`config.mk`:
```
export PLATFORM = sky130hd
export DESIGN_NAME = mem_arbiter_flat
export DESIGN_NICKNAME = d
export VERILOG_FILES = /design/src/rtl/mem_arbiter_if.sv /design/src/rtl/mem_arbiter.sv /design/src/flat_wrapper.sv
export SDC_FILE = /design/constraint.sdc
export NUM_CORES = 1
export LEC_CHECK = 0
export CAP_MARGIN = 20
export CORE_AREA = 2 2 120 122
export DETAILED_ROUTE_END_ITERATION = 10
export DIE_AREA = 0 0 122 124
export PLACE_DENSITY = 0.55
export SLEW_MARGIN = 20
export SYNTH_ARGS = -nofsm -noshare
export SYNTH_HDL_FRONTEND = slang
export SYNTH_SLANG_ARGS = --single-unit
```
`constraint.sdc`:
```
create_clock -name clk -period 2.27 [get_ports clk]
set_clock_uncertainty 0.1 [all_clocks]
set_input_delay 0.454 -clock clk [delete_from_list [all_inputs] [get_ports clk]]
set_output_delay 0.454 -clock clk [all_outputs]
set_load 0.05 [all_outputs]
```
`src/rtl/mem_arbiter_if.sv`:
```
// Single-transaction memory request/response port: valid/ready request plus a one-cycle rvalid response.
// master = side issuing requests, slave = side accepting them and returning responses.
interface mem_arbiter_if #(
    parameter int unsigned ADDR_W = 32,
    parameter int unsigned DATA_W = 32
);
    localparam int unsigned MASK_W = DATA_W / 8;

    logic              valid;
    logic              ready;
    logic [ADDR_W-1:0] addr;
    logic              wen;
    logic [DATA_W-1:0] wdata;
    logic [MASK_W-1:0] wmask;
    logic [DATA_W-1:0] rdata;
    logic              rvalid;

    modport master (output valid, addr, wen, wdata, wmask, input ready, rdata, rvalid);
    modport slave  (input valid, addr, wen, wdata, wmask, output ready, rdata, rvalid);
endinterface

```
`src/rtl/mem_arbiter.sv`:
```
// Shares one memory port between instruction fetch and the LSU, one transaction at a time.
// Define ARB_RR_EN for round-robin arbitration; default is fixed LSU-over-IFU priority.
module mem_arbiter #(
    parameter int unsigned ADDR_W = 32,
    parameter int unsigned DATA_W = 32
) (
    input  logic          clk,
    input  logic          rst,
    mem_arbiter_if.slave  ifu_bus,
    mem_arbiter_if.slave  lsu_bus,
    mem_arbiter_if.master mem_bus
);
    localparam int unsigned MASK_W = DATA_W / 8;

    typedef enum logic [1:0] {ST_IDLE, ST_REQ, ST_RESP} state_e;
    typedef enum logic {OWN_IFU, OWN_LSU} owner_e;

    state_e state_q, state_d;
    owner_e owner_q, owner_d;
    owner_e winner;
    logic   any_valid;
    logic   pick_lsu;
    logic   grant;

    logic [ADDR_W-1:0] sel_addr;
    logic              sel_wen;
    logic [DATA_W-1:0] sel_wdata;
    logic [MASK_W-1:0] sel_wmask;

    // Fetch is read-only; its write fields are intentionally ignored.
    logic unused_ifu;
    assign unused_ifu = ^{ifu_bus.wen, ifu_bus.wdata, ifu_bus.wmask};

    assign any_valid = ifu_bus.valid | lsu_bus.valid;
    assign winner    = pick_lsu ? OWN_LSU : OWN_IFU;

`ifdef ARB_RR_EN
    owner_e last_q, last_d;

    // On contention the requester that did not own the previous grant wins.
    assign pick_lsu = lsu_bus.valid & (~ifu_bus.valid | (last_q == OWN_IFU));
    assign last_d   = grant ? winner : last_q;

    always_ff @(posedge clk) begin
        if (rst) last_q <= OWN_IFU;
        else     last_q <= last_d;
    end
`else
    assign pick_lsu = lsu_bus.valid;
`endif

    always_ff @(posedge clk) begin
        if (rst) begin
            state_q <= ST_IDLE;
            owner_q <= OWN_IFU;
        end else begin
            state_q <= state_d;
            owner_q <= owner_d;
        end
    end

    always_comb begin
        sel_addr  = '0;
        sel_wen   = 1'b0;
        sel_wdata = '0;
        sel_wmask = '0;
        if (owner_q == OWN_LSU) begin
            sel_addr  = lsu_bus.addr;
            sel_wen   = lsu_bus.wen;
            sel_wdata = lsu_bus.wdata;
            sel_wmask = lsu_bus.wmask;
        end else begin
            sel_addr  = ifu_bus.addr;
        end
    end

    always_comb begin
        state_d         = state_q;
        owner_d         = owner_q;
        grant           = 1'b0;
        mem_bus.valid   = 1'b0;
        mem_bus.addr    = '0;
        mem_bus.wen     = 1'b0;
        mem_bus.wdata   = '0;
        mem_bus.wmask   = '0;
        ifu_bus.ready   = 1'b0;
        ifu_bus.rvalid  = 1'b0;
        ifu_bus.rdata   = '0;
        lsu_bus.ready   = 1'b0;
        lsu_bus.rvalid  = 1'b0;
        lsu_bus.rdata   = '0;

        // Outputs stay quiet while reset is asserted, even mid-transaction.
        if (!rst) begin
            unique case (state_q)
                ST_IDLE: begin
                    if (any_valid) begin
                        grant   = 1'b1;
                        owner_d = winner;
                        state_d = ST_REQ;
                    end
                end
                ST_REQ: begin
                    mem_bus.valid = 1'b1;
                    mem_bus.addr  = sel_addr;
                    mem_bus.wen   = sel_wen;
                    mem_bus.wdata = sel_wdata;
                    mem_bus.wmask = sel_wmask;
                    if (owner_q == OWN_LSU) begin
                        lsu_bus.ready = mem_bus.ready;
                        if (lsu_bus.valid && mem_bus.ready) state_d = ST_RESP;
                    end else begin
                        ifu_bus.ready = mem_bus.ready;
                        if (ifu_bus.valid && mem_bus.ready) state_d = ST_RESP;
                    end
                end
                ST_RESP: begin
                    if (mem_bus.rvalid) begin
                        if (owner_q == OWN_LSU) begin
                            lsu_bus.rvalid = 1'b1;
                            lsu_bus.rdata  = mem_bus.rdata;
                        end else begin
                            ifu_bus.rvalid = 1'b1;
                            ifu_bus.rdata  = mem_bus.rdata;
                        end
                        if (any_valid) begin
                            grant   = 1'b1;
                            owner_d = winner;
                            state_d = ST_REQ;
                        end else begin
                            state_d = ST_IDLE;
                        end
                    end
                end
                default: state_d = ST_IDLE;
            endcase
        end
    end
endmodule
```
`src/flat_wrapper.sv`:
```
// flat-port wrapper written by rule: the top's interface ports become plain ports
module mem_arbiter_flat 
#(
    parameter int unsigned ADDR_W = 32,
    parameter int unsigned DATA_W = 32
)
  (clk, rst, ifu_bus_valid, ifu_bus_addr, ifu_bus_wen, ifu_bus_wdata, ifu_bus_wmask, ifu_bus_ready, ifu_bus_rdata, ifu_bus_rvalid, lsu_bus_valid, lsu_bus_addr, lsu_bus_wen, lsu_bus_wdata, lsu_bus_wmask, lsu_bus_ready, lsu_bus_rdata, lsu_bus_rvalid, mem_bus_valid, mem_bus_addr, mem_bus_wen, mem_bus_wdata, mem_bus_wmask, mem_bus_ready, mem_bus_rdata, mem_bus_rvalid);
  mem_arbiter_if #(.ADDR_W(ADDR_W), .DATA_W(DATA_W)) ifu_bus_i ();
  mem_arbiter_if #(.ADDR_W(ADDR_W), .DATA_W(DATA_W)) lsu_bus_i ();
  mem_arbiter_if #(.ADDR_W(ADDR_W), .DATA_W(DATA_W)) mem_bus_i ();
  input  logic clk;
  input  logic rst;
  input wire logic [$bits(ifu_bus_i.valid)-1:0] ifu_bus_valid;
  input wire logic [$bits(ifu_bus_i.addr)-1:0] ifu_bus_addr;
  input wire logic [$bits(ifu_bus_i.wen)-1:0] ifu_bus_wen;
  input wire logic [$bits(ifu_bus_i.wdata)-1:0] ifu_bus_wdata;
  input wire logic [$bits(ifu_bus_i.wmask)-1:0] ifu_bus_wmask;
  output wire logic [$bits(ifu_bus_i.ready)-1:0] ifu_bus_ready;
  output wire logic [$bits(ifu_bus_i.rdata)-1:0] ifu_bus_rdata;
  output wire logic [$bits(ifu_bus_i.rvalid)-1:0] ifu_bus_rvalid;
  input wire logic [$bits(lsu_bus_i.valid)-1:0] lsu_bus_valid;
  input wire logic [$bits(lsu_bus_i.addr)-1:0] lsu_bus_addr;
  input wire logic [$bits(lsu_bus_i.wen)-1:0] lsu_bus_wen;
  input wire logic [$bits(lsu_bus_i.wdata)-1:0] lsu_bus_wdata;
  input wire logic [$bits(lsu_bus_i.wmask)-1:0] lsu_bus_wmask;
  output wire logic [$bits(lsu_bus_i.ready)-1:0] lsu_bus_ready;
  output wire logic [$bits(lsu_bus_i.rdata)-1:0] lsu_bus_rdata;
  output wire logic [$bits(lsu_bus_i.rvalid)-1:0] lsu_bus_rvalid;
  output wire logic [$bits(mem_bus_i.valid)-1:0] mem_bus_valid;
  output wire logic [$bits(mem_bus_i.addr)-1:0] mem_bus_addr;
  output wire logic [$bits(mem_bus_i.wen)-1:0] mem_bus_wen;
  output wire logic [$bits(mem_bus_i.wdata)-1:0] mem_bus_wdata;
  output wire logic [$bits(mem_bus_i.wmask)-1:0] mem_bus_wmask;
  input wire logic [$bits(mem_bus_i.ready)-1:0] mem_bus_ready;
  input wire logic [$bits(mem_bus_i.rdata)-1:0] mem_bus_rdata;
  input wire logic [$bits(mem_bus_i.rvalid)-1:0] mem_bus_rvalid;
  assign ifu_bus_i.valid = ifu_bus_valid;
  assign ifu_bus_i.addr = ifu_bus_addr;
  assign ifu_bus_i.wen = ifu_bus_wen;
  assign ifu_bus_i.wdata = ifu_bus_wdata;
  assign ifu_bus_i.wmask = ifu_bus_wmask;
  assign ifu_bus_ready = ifu_bus_i.ready;
  assign ifu_bus_rdata = ifu_bus_i.rdata;
  assign ifu_bus_rvalid = ifu_bus_i.rvalid;
  assign lsu_bus_i.valid = lsu_bus_valid;
  assign lsu_bus_i.addr = lsu_bus_addr;
  assign lsu_bus_i.wen = lsu_bus_wen;
  assign lsu_bus_i.wdata = lsu_bus_wdata;
  assign lsu_bus_i.wmask = lsu_bus_wmask;
  assign lsu_bus_ready = lsu_bus_i.ready;
  assign lsu_bus_rdata = lsu_bus_i.rdata;
  assign lsu_bus_rvalid = lsu_bus_i.rvalid;
  assign mem_bus_valid = mem_bus_i.valid;
  assign mem_bus_addr = mem_bus_i.addr;
  assign mem_bus_wen = mem_bus_i.wen;
  assign mem_bus_wdata = mem_bus_i.wdata;
  assign mem_bus_wmask = mem_bus_i.wmask;
  assign mem_bus_i.ready = mem_bus_ready;
  assign mem_bus_i.rdata = mem_bus_rdata;
  assign mem_bus_i.rvalid = mem_bus_rvalid;
  mem_arbiter #(.ADDR_W(ADDR_W), .DATA_W(DATA_W)) u_core (.clk(clk), .rst(rst), .ifu_bus(ifu_bus_i), .lsu_bus(lsu_bus_i), .mem_bus(mem_bus_i));
endmodule
```
Word-level counts from Yosys, hierarchy flattened
Cells that the tools add are included.
Cells by class
  equal/unequal tests: 6
  mux-type cells: 47
  bitwise gates (word level): 1
  reduce and logical (&&, ||, !) cells: 6
Operator list (count)
  $mux W32: 14
  $mux W1: 23
  $mux W4: 3
  $mux W2: 5
  $pmux W2 S3: 1
  $reduce_and A4 Y1: 1
  $ne A3 B1 Y1 const B: 1
  $ne A3 B3 Y1 const B: 1
  $eq A2 B1 Y1 const B: 1
  $eq A2 B2 Y1 const B: 1
  $logic_and A1 B1 Y1: 2
  $logic_not A2 Y1: 1
  $ne A2 B1 Y1 const B: 1
  $ne A2 B2 Y1 const B: 1
  $pmux W1 S2: 1
  $reduce_and A2 Y1: 1
  $reduce_bool A2 Y1: 1
  $or A1 B1 Y1: 1
Word-level totals
  flip-flop bits (word level): 3

Longest topological paths before layout
  word-level depth: 4
  mapped depth: 6
  depth with buffers taken out: 4

Worst setup path after synthesis
OpenSTA, ideal clock, no wires.
  kind: input -> output
  start point: input rst
  end point: output mem_bus_wdata[22]
  arrival time: 1842 ps
  data required time: 1716 ps
  setup slack: -126 ps
  cell stages on the path: 5
  path buffers: 1
  path through: inv_2 -> nand3b_2 -> inv_2 -> clkbuf_1 -> and3_1
Between the ends
  cells in the longest elaborated chain, start to end: 1
RTL lines
  from (decl): line flat_wrapper.sv:12  | input logic rst;
  $mux W32: line mem_arbiter.sv:94  | if (!rst) begin
  to (decl): line flat_wrapper.sv:32  | output wire logic [$bits(mem_bus_i.wdata)-1:0] mem_bus_wdata;
Every way passes these cells.

Final worst setup path
  start point: register u_core.state_q[0]
  end point: output lsu_bus_rdata[27]
Between the ends
  cells in the longest elaborated chain, start to end: 3
RTL lines
  from (decl): line mem_arbiter.sv:18  | state_e state_q, state_d;
  from (signal assigned): line mem_arbiter.sv:57  | state_q <= state_d;
  $eq A2 B2 Y1: line mem_arbiter.sv:95  | unique case (state_q)
  $mux W32: line mem_arbiter.sv:95
  $mux W32: line mem_arbiter.sv:94
  to (decl): line flat_wrapper.sv:27  | output wire logic [$bits(lsu_bus_i.rdata)-1:0] lsu_bus_rdata;
Every way passes these cells.

==> qor.txt <==
Most frequent cell after synthesis -> and2_1
First-pass GRT wire length -> 14,300 um
Die width -> 122 um
Clock transition at path regs -> 0.03 ns
Gpl congestion -> 0.782
Max VDD drop -> 0.000229 V
Startpoint types -> flop
Worst path bufs/invs -> 3
Clock Latency Late Sink -> 0.22 ns
Slew Limit Headroom -> 0.677
Status -> finished clean
Synthesized cell area -> 1420 um^2
Worst path required time -> 1.72 ns
Total CTS buffers -> 3
Clock Tree Root -> clkbuf_16
Critical Path AT -> 1.71 ns
Maximum buffer depth of the clock tree -> 2
Reg2reg start -> u_core.owner_q$_SDFFE_PP0P_
Area Growth Syn to Fin -> 337%
CP Class -> reg2out
Worst Hold End -> u_core.owner_q$_SDFFE_PP0P_
Min-Delay Path Class -> reg2reg
DR iter-0 viols -> 69
Vias per Instance -> 3.88
RSZ-0062 raised after global routing -> yes
Setup TNS -> 0 ns
Yosys cell types -> 24
Async SR Flop Fraction -> 0
Core area -> 13,700 um^2
CTS sink cnt -> 3
Total gr overflow -> 0
Tmin final -> 2.26 ns
Largest net degree at the start of global routing -> 42
Mapped Avg Cell Area -> 6.74 um^2
Slew Viols, Final -> 0
Worst R2R Setup Slack -> 0.59 ns
Min Hold Slack -> 0.416 ns
Clock share of power -> 0.232
Switching Fraction -> 0.357
Crit path max fanout -> 8
Vias in the first global route -> 2,675
Die height -> 124 um
Hold Path Depth -> 1
Hold_sp -> u_core.state_q[0]$_SDFFE_PP0P_
Yosys Warn Count -> 0
Routed WL -> 9950 um
Combined area of the multi-input logic cells -> 1400 um^2
Synthesized flop and latch total -> 3
Peak Freq -> 442 MHz
RR Endpoint -> u_core.state_q[0]$_SDFFE_PP0P_
Int Pwr -> 0.000768 W
Synth Flop Type -> dfxtp_1
Flop pwr share -> 0.055
Initial core utilization -> 0.104
Combinational power share -> 0.713
Tightest Pin Transition -> 0.484 ns
Via count -> 2,612
CTS Hold Bufs -> 0
Cell row count -> 43
Crit-path max cell delay -> 0.34 ns
Post-synthesis sequential area ratio -> 0.0423
Crit. End Element -> output pin
Share of the synthesized area in the top cell type -> 0.282
Cell family contributing the most delay on the critical path -> simple AND/OR/NAND/NOR gates
DP HPWL -> 8160 um
Register area -> 62.6 um^2
Crit share post-route -> 0.996
R2R depth -> 4
Routed length per instance -> 14.8 um
Syn Nets -> 387
Total track usage -> 0.120
Final antenna-violating net count -> 0
Top Ports -> 314
CTS tree -> yes
Crit-path cells -> nand2b_4 > nor4bb_4 > buf_4 > bufbuf_16 > and2_4 > buf_12
Filler cell count -> 1,288
CP max-delay cell -> dfxtp_2
Final setup fails -> 0
N_diodes -> 0
Pre-Repair DR Iteration Count -> 4
Cell count after synthesis -> 211
DIE AREA -> 15,100 um^2
EDFF count, synth -> 0
Top cells by area, synth -> and2_1, mux2i_1, and3_1, nor2_1, dfxtp_1
Max cap viols -> 0
Htree depth -> 1
Pwr dens -> 192 nW/um^2
Share of post-route cells with drive strength above 1 -> 0.485
DRC errors left -> 0
P_leak -> 2.63 nW
I/O Buffers -> 276
Cell taking the most area after synthesis -> and2_1
Psw -> 0.000425 W
Commonest cells post-synth -> and2_1, and3_1, nor2_1
Final Hold Viols -> 0
Initial antenna violation count -> 0
Fin nets -> 670
[per-layer routing]
| layer | track usage | up-vias | wire length [um] |
|---|---|---|---|
| met1 | 0.133 | 1165 | 3320 |
| met2 | 0.221 | 174 | 5220 |
| met3 | 0.0435 | 4 | 1310 |
| li1 | - | 1269 | - |
| met5 | 0 | - | 0 |
| met4 | 0.0259 | 0 | 87 |
[flip-flops by register name, indices dropped and copies added (netlist names)]
name	flops
u_core.owner_q	1
u_core.state_q	2
[what timing repair did]
| item | 4_1_cts | 5_1_grt |
|---|---|---|
| pin swaps | 2 | 1 |
| setup endpoints to repair | 133 | 65 |
| gates resized for setup | 43 | 32 |
| setup buffers | 7 | 0 |
| gates cloned | 3 | 0 |
[cell families after synthesis]
logic type             after synthesis  share of synthesized area
buffers and inverters               25                     0.0898
muxes                               33                      0.232
DFF                                  3                     0.0423
AOI/OAI and AO/OA                    4                     0.0220
and+or+nand+nor                    146                      0.614
[how the worst max path moves through the flow]
stage                                   startpoint           endpoint  slack [ns]  depth (start not counted)
floorplan                           mem_bus_rvalid  ifu_bus_rdata[22]        0.09                          4
global placement                               rst   lsu_bus_rdata[3]       -0.26                          6
detailed placement                             rst   lsu_bus_rdata[6]       -0.29                          6
CTS                 u_core.state_q[0]$_SDFFE_PP0P_  lsu_bus_rdata[24]       -0.02                          6
global route        u_core.state_q[0]$_SDFFE_PP0P_  lsu_bus_rdata[27]       -0.08                          6
finish              u_core.state_q[0]$_SDFFE_PP0P_  lsu_bus_rdata[27]        0.01                          6
[layout by cell type, fill, tap and decap left out, drive strengths merged, types with 2 or more instances in the layout]
| cell | netlist | final |
|---|---|---|
| and3 | 38 | 38 |
| and2 | 64 | 64 |
| mux2i | 33 | 33 |
| clkbuf | 6 | 4 |
| dfxtp | 3 | 3 |
| inv | 4 | 4 |
| nor2 | 34 | 34 |
| clkdlybuf4s50 | 0 | 136 |
| nand2 | 2 | 2 |
| buf | 15 | 162 |
[power groups by stage]
| stage | combinational, W | clock [W] | sequential (W) |
|---|---|---|---|
| 2_1_floorplan | 0.000328 | 0 | 0.0000631 |
| 3_3_place_gp | 0.000833 | 0 | 0.0000651 |
| 3_5_place_dp | 0.000842 | 0 | 0.0000656 |
| 4_1_cts | 0.000854 | 0.000283 | 0.0000653 |
| 5_1_grt | 0.000896 | 0.000290 | 0.0000668 |
| 6_report | 0.000851 | 0.000277 | 0.0000654 |
[worst reg2reg max path: cells and delay by family, from the launching register on]
family	cells	cell delay, ns
AO/OA/AOI/OAI	1	0.32
flip-flops	1	0.36
buffers and inverters	1	0.44
multiplexers	1	0.27
AND/OR/NAND/NOR	1	0.07
[metrics by stage]
stage / power, W / cell area [um^2] / util / instances / worst slack, ns
floorplan: 0.000391 / 1430 / - / 211 / 0.0945
global placement: 0.000898 / 5830 / 0.425 / 659 / -0.262
detailed placement: 0.000908 / 5830 / 0.425 / 659 / -0.294
CTS: 0.00120 / 6130 / 0.447 / 673 / -0.0198
global route: 0.00125 / 6210 / 0.453 / 673 / -0.0761
finish: 0.00119 / 6210 / 0.453 / 673 / 0.0101
[area by class of cell]
cell class,count,share of cell area
Clock buffer,4,0.0127
Inverter,4,0.00242
Multi-Input combinational cell,183,0.225
Sequential cell,3,0.0101
Tap cell,180,0.0362
Timing Repair Buffer,299,0.714
No activity file was read; power rests on OpenSTA's default activity.
